**src/rtl/arbitro_rolhas_if.sv**
```systemverilog
// Signal bundle between the cork-magazine arbiter and the capping line:
// line counters, manual switches and restock in; load, grant and stock status out.
interface arbitro_rolhas_if;
  logic [6:0] count_a;
  logic [6:0] count_b;
  logic       manual_a;
  logic       manual_b;
  logic       reposicao;
  logic       load_a;
  logic       load_b;
  logic [6:0] valor_carga;
  logic       grant_a;
  logic       grant_b;
  logic [7:0] estoque;
  logic       alerta_estoque;
  logic       estoque_vazio;
  logic       ocupado;

  modport master (
    output count_a, count_b, manual_a, manual_b, reposicao,
    input  load_a, load_b, valor_carga, grant_a, grant_b,
    input  estoque, alerta_estoque, estoque_vazio, ocupado
  );

  modport slave (
    input  count_a, count_b, manual_a, manual_b, reposicao,
    output load_a, load_b, valor_carga, grant_a, grant_b,
    output estoque, alerta_estoque, estoque_vazio, ocupado
  );
endinterface

```
**src/rtl/arbitro_rolhas.sv**
```systemverilog
// Shares one cork magazine between line counters A and B: automatic and manual
// refill requests are arbitrated, and the winner gets a one-cycle load.
module arbitro_rolhas #(
  parameter logic [7:0] CAPACIDADE    = 8'd100,
  parameter logic [7:0] QTD_RECARGA   = 8'd15,
  parameter logic [6:0] LIMITE_MIN    = 7'd5,
  parameter logic [6:0] MAX_CONTADOR  = 7'd99,
  parameter logic [7:0] LIMITE_ALERTA = 8'd20
) (
  input  logic             clock_i,
  input  logic             reset_ni,
  arbitro_rolhas_if.slave  bus
);

  typedef enum logic [1:0] {
    IDLE    = 2'd0,
    CALCULA = 2'd1,
    CARGA   = 2'd2,
    ESPERA  = 2'd3
  } estado_t;

  estado_t    estado_q;
  logic [7:0] estoque_q, estoque_d;
  logic       pend_a_q, pend_a_d, pend_b_q, pend_b_d;
  logic       man_prev_a_q, man_prev_b_q;
  logic       rr_q;
  logic       linha_q;
  logic       auto_q;
  logic [7:0] transf_q;
  logic [6:0] valor_q;
  logic       load_a_q, load_b_q, grant_a_q, grant_b_q;

  logic       tem_estoque_s;
  logic       auto_a_s, auto_b_s, man_a_s, man_b_s;
  logic       req_a_s, req_b_s, classe_auto_s;
  logic       tem_vencedor_s, empate_s, vence_b_s;
  logic [6:0] cont_sel_s;
  logic [7:0] transf_s, soma_s, base_s;
  logic [6:0] valor_s;
  logic       subida_a_s, subida_b_s, limpa_a_s, limpa_b_s;

  // Request qualification and winner selection (auto class beats manual, rr_q breaks ties)
  always_comb begin
    tem_estoque_s  = (estoque_q != 8'd0);
    auto_a_s       = (bus.count_a <= LIMITE_MIN) && tem_estoque_s;
    auto_b_s       = (bus.count_b <= LIMITE_MIN) && tem_estoque_s;
    man_a_s        = pend_a_q && (bus.count_a < MAX_CONTADOR) && tem_estoque_s;
    man_b_s        = pend_b_q && (bus.count_b < MAX_CONTADOR) && tem_estoque_s;
    classe_auto_s  = auto_a_s || auto_b_s;
    if (classe_auto_s) begin
      req_a_s = auto_a_s;
      req_b_s = auto_b_s;
    end else begin
      req_a_s = man_a_s;
      req_b_s = man_b_s;
    end
    tem_vencedor_s = req_a_s || req_b_s;
    empate_s       = req_a_s && req_b_s;
    if (empate_s) begin
      vence_b_s = rr_q;
    end else begin
      vence_b_s = req_b_s;
    end
  end

  // Load value: 8-bit sum so an auto refill can saturate cleanly at MAX_CONTADOR
  always_comb begin
    cont_sel_s = linha_q ? bus.count_b : bus.count_a;
    if (!auto_q) begin
      transf_s = 8'd1;
    end else if (estoque_q < QTD_RECARGA) begin
      transf_s = estoque_q;
    end else begin
      transf_s = QTD_RECARGA;
    end
    soma_s = {1'b0, cont_sel_s} + transf_s;
    if (auto_q && (soma_s > {1'b0, MAX_CONTADOR})) begin
      valor_s = MAX_CONTADOR;
    end else begin
      valor_s = soma_s[6:0];
    end
  end

  // Manual pending flags and stock next-state; an edge on an already pending line is absorbed
  always_comb begin
    subida_a_s = bus.manual_a && !man_prev_a_q;
    subida_b_s = bus.manual_b && !man_prev_b_q;
    limpa_a_s  = ((estado_q == CARGA) && !auto_q && !linha_q) ||
                 ((estado_q == IDLE) && pend_a_q && (bus.count_a >= MAX_CONTADOR) && tem_estoque_s);
    limpa_b_s  = ((estado_q == CARGA) && !auto_q && linha_q) ||
                 ((estado_q == IDLE) && pend_b_q && (bus.count_b >= MAX_CONTADOR) && tem_estoque_s);
    pend_a_d   = (pend_a_q || subida_a_s) && !limpa_a_s;
    pend_b_d   = (pend_b_q || subida_b_s) && !limpa_b_s;
    base_s     = bus.reposicao ? CAPACIDADE : estoque_q;
    estoque_d  = (estado_q == CARGA) ? (base_s - transf_q) : base_s;
  end

  // Service sequencer with registered strobes, grants and load value
  always_ff @(posedge clock_i) begin
    if (!reset_ni) begin
      estado_q     <= IDLE;
      estoque_q    <= CAPACIDADE;
      pend_a_q     <= 1'b0;
      pend_b_q     <= 1'b0;
      man_prev_a_q <= bus.manual_a;
      man_prev_b_q <= bus.manual_b;
      rr_q         <= 1'b0;
      linha_q      <= 1'b0;
      auto_q       <= 1'b0;
      transf_q     <= 8'd0;
      valor_q      <= 7'd0;
      load_a_q     <= 1'b0;
      load_b_q     <= 1'b0;
      grant_a_q    <= 1'b0;
      grant_b_q    <= 1'b0;
    end else begin
      man_prev_a_q <= bus.manual_a;
      man_prev_b_q <= bus.manual_b;
      pend_a_q     <= pend_a_d;
      pend_b_q     <= pend_b_d;
      estoque_q    <= estoque_d;
      case (estado_q)
        IDLE: begin
          if (tem_vencedor_s) begin
            linha_q   <= vence_b_s;
            auto_q    <= classe_auto_s;
            grant_a_q <= !vence_b_s;
            grant_b_q <= vence_b_s;
            if (empate_s) begin
              rr_q <= !vence_b_s;
            end
            estado_q  <= CALCULA;
          end
        end
        CALCULA: begin
          transf_q <= transf_s;
          valor_q  <= valor_s;
          load_a_q <= !linha_q;
          load_b_q <= linha_q;
          estado_q <= CARGA;
        end
        CARGA: begin
          load_a_q <= 1'b0;
          load_b_q <= 1'b0;
          estado_q <= ESPERA;
        end
        ESPERA: begin
          grant_a_q <= 1'b0;
          grant_b_q <= 1'b0;
          estado_q  <= IDLE;
        end
        default: begin
          load_a_q  <= 1'b0;
          load_b_q  <= 1'b0;
          grant_a_q <= 1'b0;
          grant_b_q <= 1'b0;
          estado_q  <= IDLE;
        end
      endcase
    end
  end

  assign bus.load_a         = load_a_q;
  assign bus.load_b         = load_b_q;
  assign bus.valor_carga    = valor_q;
  assign bus.grant_a        = grant_a_q;
  assign bus.grant_b        = grant_b_q;
  assign bus.estoque        = estoque_q;
  assign bus.alerta_estoque = (estoque_q <= LIMITE_ALERTA);
  assign bus.estoque_vazio  = (estoque_q == 8'd0);
  assign bus.ocupado        = (estado_q != IDLE);

endmodule

```
**src/flat_wrapper.sv**
```systemverilog
// flat-port wrapper written by rule: the top's interface ports become plain ports
module arbitro_rolhas_flat 
#(
  parameter logic [7:0] CAPACIDADE    = 8'd100,
  parameter logic [7:0] QTD_RECARGA   = 8'd15,
  parameter logic [6:0] LIMITE_MIN    = 7'd5,
  parameter logic [6:0] MAX_CONTADOR  = 7'd99,
  parameter logic [7:0] LIMITE_ALERTA = 8'd20
)
  (clock_i, reset_ni, bus_count_a, bus_count_b, bus_manual_a, bus_manual_b, bus_reposicao, bus_load_a, bus_load_b, bus_valor_carga, bus_grant_a, bus_grant_b, bus_estoque, bus_alerta_estoque, bus_estoque_vazio, bus_ocupado);
  arbitro_rolhas_if bus_i ();
  input  logic clock_i;
  input  logic reset_ni;
  input wire logic [$bits(bus_i.count_a)-1:0] bus_count_a;
  input wire logic [$bits(bus_i.count_b)-1:0] bus_count_b;
  input wire logic [$bits(bus_i.manual_a)-1:0] bus_manual_a;
  input wire logic [$bits(bus_i.manual_b)-1:0] bus_manual_b;
  input wire logic [$bits(bus_i.reposicao)-1:0] bus_reposicao;
  output wire logic [$bits(bus_i.load_a)-1:0] bus_load_a;
  output wire logic [$bits(bus_i.load_b)-1:0] bus_load_b;
  output wire logic [$bits(bus_i.valor_carga)-1:0] bus_valor_carga;
  output wire logic [$bits(bus_i.grant_a)-1:0] bus_grant_a;
  output wire logic [$bits(bus_i.grant_b)-1:0] bus_grant_b;
  output wire logic [$bits(bus_i.estoque)-1:0] bus_estoque;
  output wire logic [$bits(bus_i.alerta_estoque)-1:0] bus_alerta_estoque;
  output wire logic [$bits(bus_i.estoque_vazio)-1:0] bus_estoque_vazio;
  output wire logic [$bits(bus_i.ocupado)-1:0] bus_ocupado;
  assign bus_i.count_a = bus_count_a;
  assign bus_i.count_b = bus_count_b;
  assign bus_i.manual_a = bus_manual_a;
  assign bus_i.manual_b = bus_manual_b;
  assign bus_i.reposicao = bus_reposicao;
  assign bus_load_a = bus_i.load_a;
  assign bus_load_b = bus_i.load_b;
  assign bus_valor_carga = bus_i.valor_carga;
  assign bus_grant_a = bus_i.grant_a;
  assign bus_grant_b = bus_i.grant_b;
  assign bus_estoque = bus_i.estoque;
  assign bus_alerta_estoque = bus_i.alerta_estoque;
  assign bus_estoque_vazio = bus_i.estoque_vazio;
  assign bus_ocupado = bus_i.ocupado;
  arbitro_rolhas #(.CAPACIDADE(CAPACIDADE), .QTD_RECARGA(QTD_RECARGA), .LIMITE_MIN(LIMITE_MIN), .MAX_CONTADOR(MAX_CONTADOR), .LIMITE_ALERTA(LIMITE_ALERTA)) u_core (.clock_i(clock_i), .reset_ni(reset_ni), .bus(bus_i));
endmodule
```
**config.mk**
```make
export PLATFORM = sky130hd
export DESIGN_NAME = arbitro_rolhas_flat
export DESIGN_NICKNAME = d
export VERILOG_FILES = /design/src/rtl/arbitro_rolhas_if.sv /design/src/rtl/arbitro_rolhas.sv /design/src/flat_wrapper.sv
export SDC_FILE = /design/constraint.sdc
export NUM_CORES = 1
export LEC_CHECK = 0
export CAP_MARGIN = 20
export CORE_ASPECT_RATIO = 1.2
export CORE_MARGIN = 1.5
export CORE_UTILIZATION = 40
export DETAILED_ROUTE_END_ITERATION = 12
export GPL_TIMING_DRIVEN = 1
export SYNTH_ARGS = -nofsm -noshare
export SYNTH_HDL_FRONTEND = slang
export SYNTH_SLANG_ARGS = --single-unit
export TNS_END_PERCENT = 5
```
**constraint.sdc**
```tcl
create_clock -name clock_i -period 3.4 [get_ports clock_i]
set_clock_uncertainty 0.1 [all_clocks]
set_input_delay 0.68 -clock clock_i [delete_from_list [all_inputs] [get_ports clock_i]]
set_output_delay 0.68 -clock clock_i [all_outputs]
set_load 0.005 [all_outputs]
```
# Word-level counts from Yosys, hierarchy flattened
# Cells that the tools add are included.
[classes]
addsub = 2
order_cmp = 9
eq_ne = 4
mux = 17
reduce_logical = 43
[op_table]
columns = ["cell", "n"]
rows = [
  ["two-way mux 8 bit", 4],
  ["logical AND 1 bit", 21],
  [">= comparator 7 bit (second input constant)", 2],
  ["less-or-equal comparator 7 x 3 -> 1 bit (second input constant)", 2],
  ["less-than comparator 7 bit (second input constant)", 2],
  ["two-way mux 7 bit", 2],
  ["adder 7 x 8 -> 8 bit", 1],
  ["> comparator 8 x 7 -> 1 bit (second input constant)", 1],
  ["less-or-equal comparator 8 x 5 -> 1 bit (second input constant)", 1],
  ["zero test 8 bit", 1],
  ["less-than comparator 8 x 4 -> 1 bit (second input constant)", 1],
  ["one-hot mux 1 bit (2 select lines)", 4],
  ["one-hot mux 2 bit (4 select lines)", 1],
  ["nonzero test 8 bit", 1],
  ["subtractor 8 bit", 1],
  ["zero test 1 bit", 7],
  ["logical OR 1 bit", 6],
  ["nonzero test 2 bit", 3],
  ["two-way mux 1 bit", 5],
  ["equality test 2 bit (second input constant)", 2],
  ["AND reduction 2 bit", 2],
  ["AND reduction 3 bit", 1],
  ["equality test 2 x 1 -> 1 bit (second input constant)", 1],
  ["zero test 2 bit", 1],
  ["2 further kinds", 2],
]
[word_totals]
register_bits = 36
wordCells = 90

# Longest topological paths before layout
# Gate-level depths: netlist of run 1.
[depth]
ltp_word = 9
depth_mapped = 12
ltp_nobuf = 12

# Least setup slack after synthesis of run 1
# OpenSTA, ideal clock, no wires.
[synth_timing]
kind = "reg2reg"
startpoint = "register u_core.estoque_q[5] (netlist: u_core.bus.estoque[5])"
endpoint = "register u_core.valor_q[2] (netlist: u_core.bus.valor_carga[2])"
setup_ps = 117
arrival_time_ps = 2674
setup_slack_ps = 508
path_stages_with_launch = 12
n_path_buf = 0
synth_period_minus_slack_ps = 2892
path_cell_list = "dfxtp_1 -> or4_4 -> o21ai_0 -> inv_1 -> ha_1 -> nand3_1 -> a21boi_0 -> o21ai_0 -> nand2b_1 -> xor2_1 -> o2111ai_4 -> a32o_1"
[synth_between]
elab_chain_cells = 7
[synth_lines]
columns = ["element", "line", "rtl"]
rows = [
  ["from (decl)", "arbitro_rolhas.sv:23", "logic [7:0] estoque_q, estoque_d;"],
  ["from (signal assigned)", "arbitro_rolhas.sv:121", "estoque_q <= estoque_d;"],
  ["less-than comparator 8 x 4 -> 1 bit *", "arbitro_rolhas.sv:71", "end else if (estoque_q < QTD_RECARGA) begin"],
  ["two-way mux 8 bit *", "arbitro_rolhas.sv:71", ""],
  ["two-way mux 8 bit *", "arbitro_rolhas.sv:69", "if (!auto_q) begin"],
  ["via u_core.transf_s[1]", "arbitro_rolhas.sv:38", "logic [7:0] transf_s, soma_s, base_s;"],
  ["adder 7 x 8 -> 8 bit *", "arbitro_rolhas.sv:76", "soma_s = {1'b0, cont_sel_s} + transf_s;"],
  ["> comparator 8 x 7 -> 1 bit", "arbitro_rolhas.sv:77", "if (auto_q && (soma_s > {1'b0, MAX_CONTADOR})) begin"],
  ["logical AND 1 bit", "arbitro_rolhas.sv:77", ""],
  ["two-way mux 7 bit *", "arbitro_rolhas.sv:77", ""],
  ["to (signal assigned)", "arbitro_rolhas.sv:137", "valor_q <= valor_s;"],
  ["to (decl)", "arbitro_rolhas.sv:30", "logic [6:0] valor_q;"],
]
# The timed path passes the listed nets; every way through them passes the cells marked *.
# A chain may end at the register's enable or synchronous reset.

# Worst setup path in the final report of run 1
[layout_timing]
startpoint = "register u_core.estoque_q[5] (netlist: u_core.bus.estoque[5])"
endpoint = "output bus_estoque_vazio"
[layout_between]
elab_chain_cells = 1
[layout_lines]
columns = ["element", "line", "rtl"]
rows = [
  ["zero test 8 bit", "arbitro_rolhas.sv:170", "assign bus.estoque_vazio = (estoque_q == 8'd0);"],
  ["to (decl)", "flat_wrapper.sv:26", "output wire logic [$bits(bus_i.estoque_vazio)-1:0] bus_estoque_vazio;"],
]
# No other way between the ends.

==> impl_metrics.env, run 1 <==
export IMPL_fillers=554
export IMPL_grt_overflow_total=0
export IMPL_ys_flop_type="dfxtp_1"
export IMPL_wl_met2_mm=2.74
export IMPL_ys_ff_latch=36
export IMPL_pwr_share_comb=0.482
export IMPL_max_cap_viol_count=0
export IMPL_antenna_found_initial=0
export IMPL_async_flop_share=0
export IMPL_clock_path_buffers=2
export IMPL_p_int_w=0.00117
export IMPL_powerDensity_mw_per_mm2=620
export IMPL_cts_tree="built"
export IMPL_total_power_w=0.00183
export IMPL_ir_drop_uv=292
export IMPL_cts_resized=0
export IMPL_routed_top_layer="met4"
export IMPL_synth_avg_cell_area_sq_um=8.73
export IMPL_route_met3_wl_um=132
export IMPL_postLayoutCellArea_sq_mm=0.00295
export IMPL_hold_path_cell_count=2
export IMPL_cp_start_kind="flop"
export IMPL_routed_via_density=5.28
export IMPL_nets=356
export IMPL_status="finished, final reports clean"
export IMPL_cp_max_fo=4
export IMPL_num_vias=2011
export IMPL_synth_seq_area_share=0.313
export IMPL_synth_edf_count=0
export IMPL_fp_dieH_um=86.2
export IMPL_tns_ps=0
export IMPL_syn_to_final_growth_pct=28.1
export IMPL_r2r_start="u_core.bus.estoque[5]$_SDFF_PN1_"
export IMPL_wirelength_mm=5.33
export IMPL_gp_congestion=0.837
export IMPL_grt_pass1_wl_mm=8.94
export IMPL_regToRegSetupSlack_ps=380
export IMPL_syn_instance_count=264
export IMPL_drcViolationCount=0
export IMPL_slowest_delay_ps=570
export IMPL_fin_crit_ps=3110
export IMPL_ant_nets=0
export IMPL_core_area_sq_mm=0.00559
export IMPL_cts_root_buf="clkbuf_8"
export IMPL_grt_use_total=0.183
export IMPL_grt_pass1_vias=1979
export IMPL_synth_distinct_cells=55
export IMPL_diodes=0
export IMPL_leakagePower_nw=1.14
export IMPL_dieArea_sq_mm=0.00623
export IMPL_postCtsSetupRepairBufs=0
export IMPL_critical_path_class="reg2out"
export IMPL_drv_slew=0
export IMPL_portBuffers=40
export IMPL_hpwl_mm=4.19
export IMPL_cp_required_ps=2620
export IMPL_clk_pin_slew_ps=70
export IMPL_cp_end_kind="primary output"
export IMPL_cts_buffers=5
export IMPL_worstPathCellList="or4_4 -> nor2_1 -> nor4b_4 -> clkdlybuf4s50_1"
export IMPL_cts_hold_buf=0
export IMPL_grt_start_max_net_pins=17
export IMPL_switchingPower_w=0.000662
export IMPL_cts_sinks=36
export IMPL_hold_path_class="reg2reg"
export IMPL_wire_per_inst_um=14.0
export IMPL_timing_fmax_ghz=0.321
export IMPL_hold_viol_final=0
export IMPL_pin_count=41
export IMPL_yosysWarnings=0
export IMPL_fin_crit_sh=0.916
export IMPL_setup_violations=0
export IMPL_start_util=0.412
export IMPL_p_clk_frac=0.206
export IMPL_p_sw_frac=0.361
export IMPL_tightest_slew_ps=608
export IMPL_r2r_end="u_core.bus.valor_carga[2]$_SDFFE_PN0N_"
export IMPL_die_width_um=72.3
export IMPL_placed_area_sq_mm=0.00284
export IMPL_drt_first_pass_iters=4
export IMPL_arrival_ps=2330
export IMPL_cpMaxStageDelayCell="or4_4"
export IMPL_htreeDepth=2
export IMPL_reg2regPathDepth=12
export IMPL_row_count=30
export IMPL_drive_gt1_frac=0.129
export IMPL_pwr_share_seq=0.312
export IMPL_clock_latency_ps=290
export IMPL_rsz0062_at_grt="false"
export IMPL_drtIter0Drc=54
export IMPL_hold_start="u_core.transf_q[6]$_SDFFE_PN0N_"
export IMPL_wl_met1_mm=2.40
export IMPL_syn_area_sq_mm=0.00230
export IMPL_relSlewSlack=0.595
export IMPL_min_to="u_core.transf_q[6]$_SDFFE_PN0N_"
worst max-delay path, delay by kind of cell (launching register included):
| kind | cells | cell delay [ps] |
|---|---|---|
| flops | 1 | 340 |
| buf+inv | 1 | 570 |
| simple gates | 3 | 1140 |
worst max path at each step:
stage / to / slack [ps] / start
2_1_floorplan: u_core.bus.valor_carga[2]$_SDFFE_PN0N_ / 510 / u_core.bus.estoque[5]$_SDFF_PN1_
3_3_place_gp: u_core.bus.valor_carga[3]$_SDFFE_PN0N_ / 130 / bus_count_a[0]
3_5_place_dp: u_core.bus.valor_carga[2]$_SDFFE_PN0N_ / 90 / bus_count_b[0]
4_1_cts: bus_estoque_vazio / 270 / u_core.bus.estoque[5]$_SDFF_PN1_
5_1_grt: u_core.bus.valor_carga[2]$_SDFFE_PN0N_ / 170 / u_core.bus.estoque[5]$_SDFF_PN1_
6_report: bus_estoque_vazio / 290 / u_core.bus.estoque[5]$_SDFF_PN1_
state kept, by name, indices dropped and copies added (netlist names):
signal                  count
u_core.bus.load_a           1
u_core.estado_q             2
u_core.transf_q             8
u_core.bus.load_b           1
u_core.auto_q               1
u_core.bus.grant_a          1
u_core.bus.valor_carga      7
u_core.bus.grant_b          1
u_core.pend_b_q             1
u_core.pend_a_q             1
u_core.rr_q                 1
u_core.man_prev_b_q         1
u_core.bus.estoque          8
u_core.man_prev_a_q         1
u_core.linha_q              1
layout make-up:
type | instances | area [sq um] | share of cell area
clock buffer | 6 | 72.6 | 0.0246
clock inverter | 2 | 35.0 | 0.0119
inverter | 21 | 78.8 | 0.0267
multi-input combinational | 201 | 1480 | 0.502
sequential | 36 | 721 | 0.244
tap | 64 | 80.1 | 0.0271
timing repair buffer | 51 | 483 | 0.164
cells in the mapped netlist, drive strengths merged, types with 3 or more instances:
cell	count	area, sq um
mux2	9	101
nand3	5	25.0
buf	3	12.5
mux2i	7	70.1
a21oi	9	45.0
a2111oi	4	35.0
nand2b	9	56.3
xnor2	6	60.1
nand2	13	48.8
a31oi	4	25.0
clkbuf	5	18.8
inv	21	78.8
nor2b	10	62.6
o21a	4	38.8
and3	3	20.0
o21ai	17	88.8
xor2	5	43.8
ha	19	238
nor2	31	116
nor3	7	35.0
a31o	4	35.0
dfxtp	36	721
power by group through the flow:
stage          Clock [W]  Combinational, W  Sequential [W]
6_report        0.000377          0.000883        0.000571
5_1_grt         0.000403          0.000986        0.000584
4_1_cts         0.000384          0.000894        0.000573
3_5_place_dp           0          0.000888        0.000581
3_3_place_gp           0          0.000883        0.000581
2_1_floorplan          0          0.000580        0.000572
metrics by stage:
stage / util / setup WS (ps) / instances / hold WS (ps)
2_1_floorplan: - / 508 / 266 / 327
3_3_place_gp: 0.509 / 132 / 373 / 340
3_5_place_dp: 0.509 / 87.6 / 373 / 345
4_1_cts: 0.528 / 271 / 381 / 357
5_1_grt: 0.528 / 170 / 381 / 377
6_report: 0.528 / 286 / 381 / 349
cell families after synthesis:
| kind of cell | count (synthesis) | synth area share |
|---|---|---|
| mux | 16 | 0.0744 |
| flops | 36 | 0.313 |
| other cells | 1 | 0.00163 |
| xor+xnor | 11 | 0.0451 |
| compound gates | 62 | 0.201 |
| buf+inv | 29 | 0.0478 |
| simple gates | 88 | 0.197 |
| fa+ha+maj | 21 | 0.121 |
per-layer routing:
metal / track usage / up-vias
met1: 0.223 / 937
met2: 0.329 / 31
met3: 0.0317 / 8
met4: 0.0463 / 0
met5: 0 / -
li1: - / 1035
layout by cell type, fill, tap and decap left out, types with 4 or more instances in the layout:
| cell | n |
|---|---|
| nand2b_1 | 9 |
| ha_1 | 19 |
| a21oi_1 | 9 |
| nor2b_1 | 10 |
| nand3_1 | 5 |
| a2111oi_0 | 4 |
| mux2_2 | 9 |
| a31oi_1 | 4 |
| clkbuf_8 | 5 |
| xnor2_1 | 5 |
| inv_1 | 21 |
| mux2i_1 | 7 |
| o21ai_0 | 16 |
| clkdlybuf4s50_1 | 40 |
| xor2_1 | 5 |
| buf_4 | 11 |
| nor3_1 | 7 |
| dfxtp_1 | 36 |
| nand2_1 | 13 |
| nor2_1 | 31 |
(Power assumes the default switching activity.)
==> inputs of run 2 (changes only) <==
--- a/config.mk
+++ b/config.mk
@@ -5,11 +5,13 @@
 export SDC_FILE = /design/constraint.sdc
 export NUM_CORES = 1
 export LEC_CHECK = 0
+export ABC_AREA = 0
 export CAP_MARGIN = 20
 export CORE_ASPECT_RATIO = 1.2
 export CORE_MARGIN = 1.5
 export CORE_UTILIZATION = 40
 export DETAILED_ROUTE_END_ITERATION = 12
+export GPL_ROUTABILITY_DRIVEN = 0
 export GPL_TIMING_DRIVEN = 1
 export SYNTH_ARGS = -nofsm -noshare
 export SYNTH_HDL_FRONTEND = slang
==> results of run 2 <==
Same layout as run 1: the final DEF is identical, and so are final timing and power.
==> RTL edit 1, RTL diff (settings of run 2) <==
`LIMITE_ALERTA` is set to 8'd20 in 2 places; all go to 8'd10.
--- a/src/rtl/arbitro_rolhas.sv
+++ b/src/rtl/arbitro_rolhas.sv
@@ -5,7 +5,7 @@
   parameter logic [7:0] QTD_RECARGA   = 8'd15,
   parameter logic [6:0] LIMITE_MIN    = 7'd5,
   parameter logic [6:0] MAX_CONTADOR  = 7'd99,
-  parameter logic [7:0] LIMITE_ALERTA = 8'd20
+  parameter logic [7:0] LIMITE_ALERTA = 8'd10
 ) (
   input  logic             clock_i,
   input  logic             reset_ni,
--- a/src/flat_wrapper.sv
+++ b/src/flat_wrapper.sv
@@ -5,7 +5,7 @@
   parameter logic [7:0] QTD_RECARGA   = 8'd15,
   parameter logic [6:0] LIMITE_MIN    = 7'd5,
   parameter logic [6:0] MAX_CONTADOR  = 7'd99,
-  parameter logic [7:0] LIMITE_ALERTA = 8'd20
+  parameter logic [7:0] LIMITE_ALERTA = 8'd10
 )
   (clock_i, reset_ni, bus_count_a, bus_count_b, bus_manual_a, bus_manual_b, bus_reposicao, bus_load_a, bus_load_b, bus_valor_carga, bus_grant_a, bus_grant_b, bus_estoque, bus_alerta_estoque, bus_estoque_vazio, bus_ocupado);
   arbitro_rolhas_if bus_i ();
Check against the original RTL: same outputs for any inputs over 10 cycles, from zero or initial values and one cycle with reset_ni low; that may be too few to reach the edited logic, so the function may still have changed.
==> RTL edit 1 against run 2 <==
Sequential cell count is the same. Area after synthesis shrank 1.6%. Worst setup slack lost 0.11 ns. Clock power shrank 24%. Power shrank 6.2%. Synthesized cell count grew 1.5%. Cell area shrank 1.8%. Sequential power grew 2%. Via count shrank 1.1%. Wire length shrank 5.2%. Count of clock-buffer cells in the layout is the same. Global-route usage shrank 0.65 points. Combinational power shrank 3.5%. Highest routed layer unchanged.
==> RTL edit 1: results <==
group,metric,value,unit
critical_path,crit_arrival,3.29,ns
detailed_routing,vias,1988,
synthesis,synthAdderAreaFrac,0.1224,
critical_path,worst-path-max-fanout,5,
place,place_ws,-0.009148,ns
synthesis,synth_seq_area_share,0.3177,
synthesis,avgSynthCellArea,8.464,sq um
detailed_routing,wl_met3,112,um
detailed_routing,wl_met1,2565,um
synthesis,synthMuxAreaShare,0.07557,
critical_path,crit-reg2reg-launch,"u_core.bus.estoque[5]",
critical_path,r2r_cells,11,
place,dpl.hpwl,3911,um
sta,worst_pin_slew,0.6225,ns
detailed_routing,first_pass_iters,6,
min_path,hold_depth,2,
global_route,track_usage,0.1763,
detailed_routing,wl_met2,2325,um
place,dp.cells,375,
synthesis,synth_xor_area_frac,0.04578,
min_path,holdCritPathClass,"reg2reg",
clocking,cts_buffer_depth,2,
global_route,grt_max_degree,20,
pwr,power_frac_clock,0.167,
pwr,p_leak,1.147,nW
critical_path,worstSetupStartpoint,"u_core.bus.estoque[5]",
status,status,"finished clean",
synthesis,synthTopCellsByCount,"36 x dfxtp_1, 31 x nor2_1, 23 x inv_1",
sta,setup_ws,0.1788,ns
global_route,grt_pass1_vias,1871,
synthesis,ys_types,53,
synthesis,synthTopCellsByArea,"dfxtp_1 32%, ha_1 10%, nor2_1 5.1%, mux2_2 4.5%, inv_1 3.8%",
detailed_routing,vias_per_cell,5.177,
critical_path,r2r_slack,0.18,ns
finish,antenna_cells,0,
synthesis,synth_compound_area_frac,0.1881,
detailed_routing,top_layer,"met4",
pwr,p_switching,0.0006305,W
detailed_routing,drt_iter0_drc,54,
place,portBuffers,40,
pwr,powerComb,0.000852,W
clocking,cts_buffers,5,
finish,drive_gt1_frac,0.1118,
global_route,use_met1,0.2394,
global_route,grt_util_met2,0.2845,
finish,nNetsFinal,362,
synthesis,synthArstFlopShare,0,
clocking,cts_resized,0,
global_route,met3_usage,0.03290,
critical_path,crit_type,"reg2reg",
clocking,htree_levels,2,
pwr,combPwrFrac,0.496,
global_route,grt_pass1_wl,8625,um
clocking,insertion_delay,0.28,ns
pwr,peakVddDrop,0.0001991,V
critical_path,r2r_end,"u_core.bus.valor_carga[3]",
sta,timing.hold.ws,0.3489,ns
place,dpl_cell_area,2805,sq um
detailed_routing,drt-total-wl,5058,um
==> RTL edit 1: worst max-delay path, stage by stage (launching register included) <==
cell and delay [ns]:
dfxtp_1 0.33, or4_1 0.60, or3b_2 0.50, ha_1 0.23, inv_1 0.07, fa_1 0.20
inv_1 0.05, a31oi_1 0.21, o2111ai_1 0.13, o311ai_1 0.15, o2111ai_2 0.24, a32o_1 0.30
==> RTL edit 1: cell type report <==
type,count,area [sq um]
sequential,36,720.7
clock inverter,1,5.005
tap,62,77.57
multi-input combinational,203,1438
timing repair buffer,53,498.0
clock buffer,6,72.57
inverter,23,86.33
fill,530,2472
==> RTL edit 1: kinds of logic after synthesis <==
kind of cell,Yosys count
XOR/XNOR,11
other,1
multiplexers,16
flip-flops,36
buffers and inverters,31
AND/OR/NAND/NOR,91
AO/OA/AOI/OAI,61
adder cells (fa/ha/maj),21
==> RTL edit 1: repair_timing <==
action	CTS	global route
hold buffers	0	0
endpoints found under the setup margin	0	2
buffers inserted	0	2
==> RTL edit 2, RTL diff (flow settings as in run 2) <==
Made on the original files. Re-encode `estado_t` (4 values) as one-hot, 4 bits wide.
--- a/src/rtl/arbitro_rolhas.sv
+++ b/src/rtl/arbitro_rolhas.sv
@@ -12,11 +12,11 @@
   arbitro_rolhas_if.slave  bus
 );
 
-  typedef enum logic [1:0] {
-    IDLE    = 2'd0,
-    CALCULA = 2'd1,
-    CARGA   = 2'd2,
-    ESPERA  = 2'd3
+  typedef enum logic [3:0] {
+    IDLE    = 4'b0001,
+    CALCULA = 4'b0010,
+    CARGA   = 4'b0100,
+    ESPERA  = 4'b1000
   } estado_t;
 
   estado_t    estado_q;
Function: no difference found for any inputs over 10 cycles, from zero or initial values and one cycle with reset_ni low; not proved beyond that.
==> RTL edit 2 against run 2 <==
Count of clock-buffer cells in the layout is 1 lower. Sequential cell count is 2 higher. Area after synthesis increased by 1.7%. Worst setup slack worse by 0.11 ns. Wire length grew 5.3%. Worst hold slack better by 0.0023 ns. Register-to-register slack got worse by 0.20 ns. Cell area rose by 0.81%. Cell count rose by 8.4%. Fmax is 3.3% lower. Critical endpoint is now u_core.bus.valor_carga[2]. Largest cell class unchanged.
Power is not compared: it rests on default switching activity, and its combinational part moved more than twofold at a synthesized area within 25%.
==> RTL edit 2: results <==
group,metric,value,unit
global_route,grt_pass1_wl,9763,um
finish,buffers,49,
synthesis,synth_compound_area_frac,0.1884,
global_route,grt_pass1_vias,2158,
critical_path,crit_arrival,3.31,ns
detailed_routing,wl_per_cell,13.59,um
finish,buffer_area_frac,0.1573,
finish,nMultiInputCombCells,219,
synthesis,synth_xor_area_frac,0.04803,
synthesis,avgSynthCellArea,8.285,sq um
finish,clkbuf_count,5,
floorplanning,tap_cells,80,
detailed_routing,drt_iter0_drc,70,
finish,nNetsFinal,368,
detailed_routing,vias,2082,
place,dpl_cell_area,2897,sq um
min_path,min_from,"u_core.transf_q[4]",
finish,fill_cells,546,
synthesis,synthAdderAreaFrac,0.09178,
synthesis,synthTopCellsByArea,"dfxtp_1 32%, ha_1 7.5%, nor2_1 6.4%, nand2_1 4.2%, mux2_2 3.8%",
synthesis,ys_ff_latch,38,
finish,seq_area,760.7,sq um
status,status,"finished clean",
critical_path,worstSetupStartpoint,"u_core.bus.estoque[7]",
sta,worst_pin_slew,0.7188,ns
synthesis,synthTopCellsByCount,"40 x nor2_1, 38 x dfxtp_1, 26 x nand2_1",
sta,timing.hold.ws,0.3511,ns
sta,finalCritPeriodShare,0.9472,
finish,clk_share,0.02649,
place,dpl.hpwl,4377,um
finish,multi_input_area,1493,sq um
critical_path,worst-path-max-fanout,5,
place,dp.cells,406,
synthesis,ys_types,54,
finish,final_area,2975,sq um
detailed_routing,drt-total-wl,5613,um
synthesis,synthMuxAreaShare,0.06403,
global_route,grt_max_degree,19,
synthesis,synth_seq_area_share,0.3244,
finish,inv_count,20,
critical_path,endpoint_kind,"flip-flop",
global_route,track_usage,0.1990,
RTL edit 2: cell types whose count changed in the layout (fill, tap and decap cells not counted), sizes merged, moves of 4 or more:
cell    change
nand2      +13
ha          -5
a21oi       +6
a31o        -4
nor2        +9
nand2b      -4
RTL edit 2: worst register-to-register path, cell delays in order, from the launching register on:
cell       delay [ns]
dfxtp_1          0.33
or4_4            0.54
or3b_2           0.49
ha_1             0.23
inv_1            0.07
fa_1             0.20
inv_1            0.05
a31oi_1          0.25
o21ai_1          0.13
xor2_1           0.28
o2111ai_4        0.19
a32o_1           0.28
RTL edit 2: cell families after synthesis:
kind of cell,Yosys count
flops,38
fa+ha+maj,16
other cells,1
compound gates,63
simple gates,111
mux,14
xor+xnor,12
buf+inv,28
RTL edit 2: routing by layer:
metal	wire (um)	vias to the layer above	GRT usage
met4	41	0	0.07033
met5	0	-	0
met3	124	4	0.03704
li1	-	1080	-
met1	2609	973	0.2376
met2	2838	25	0.3528
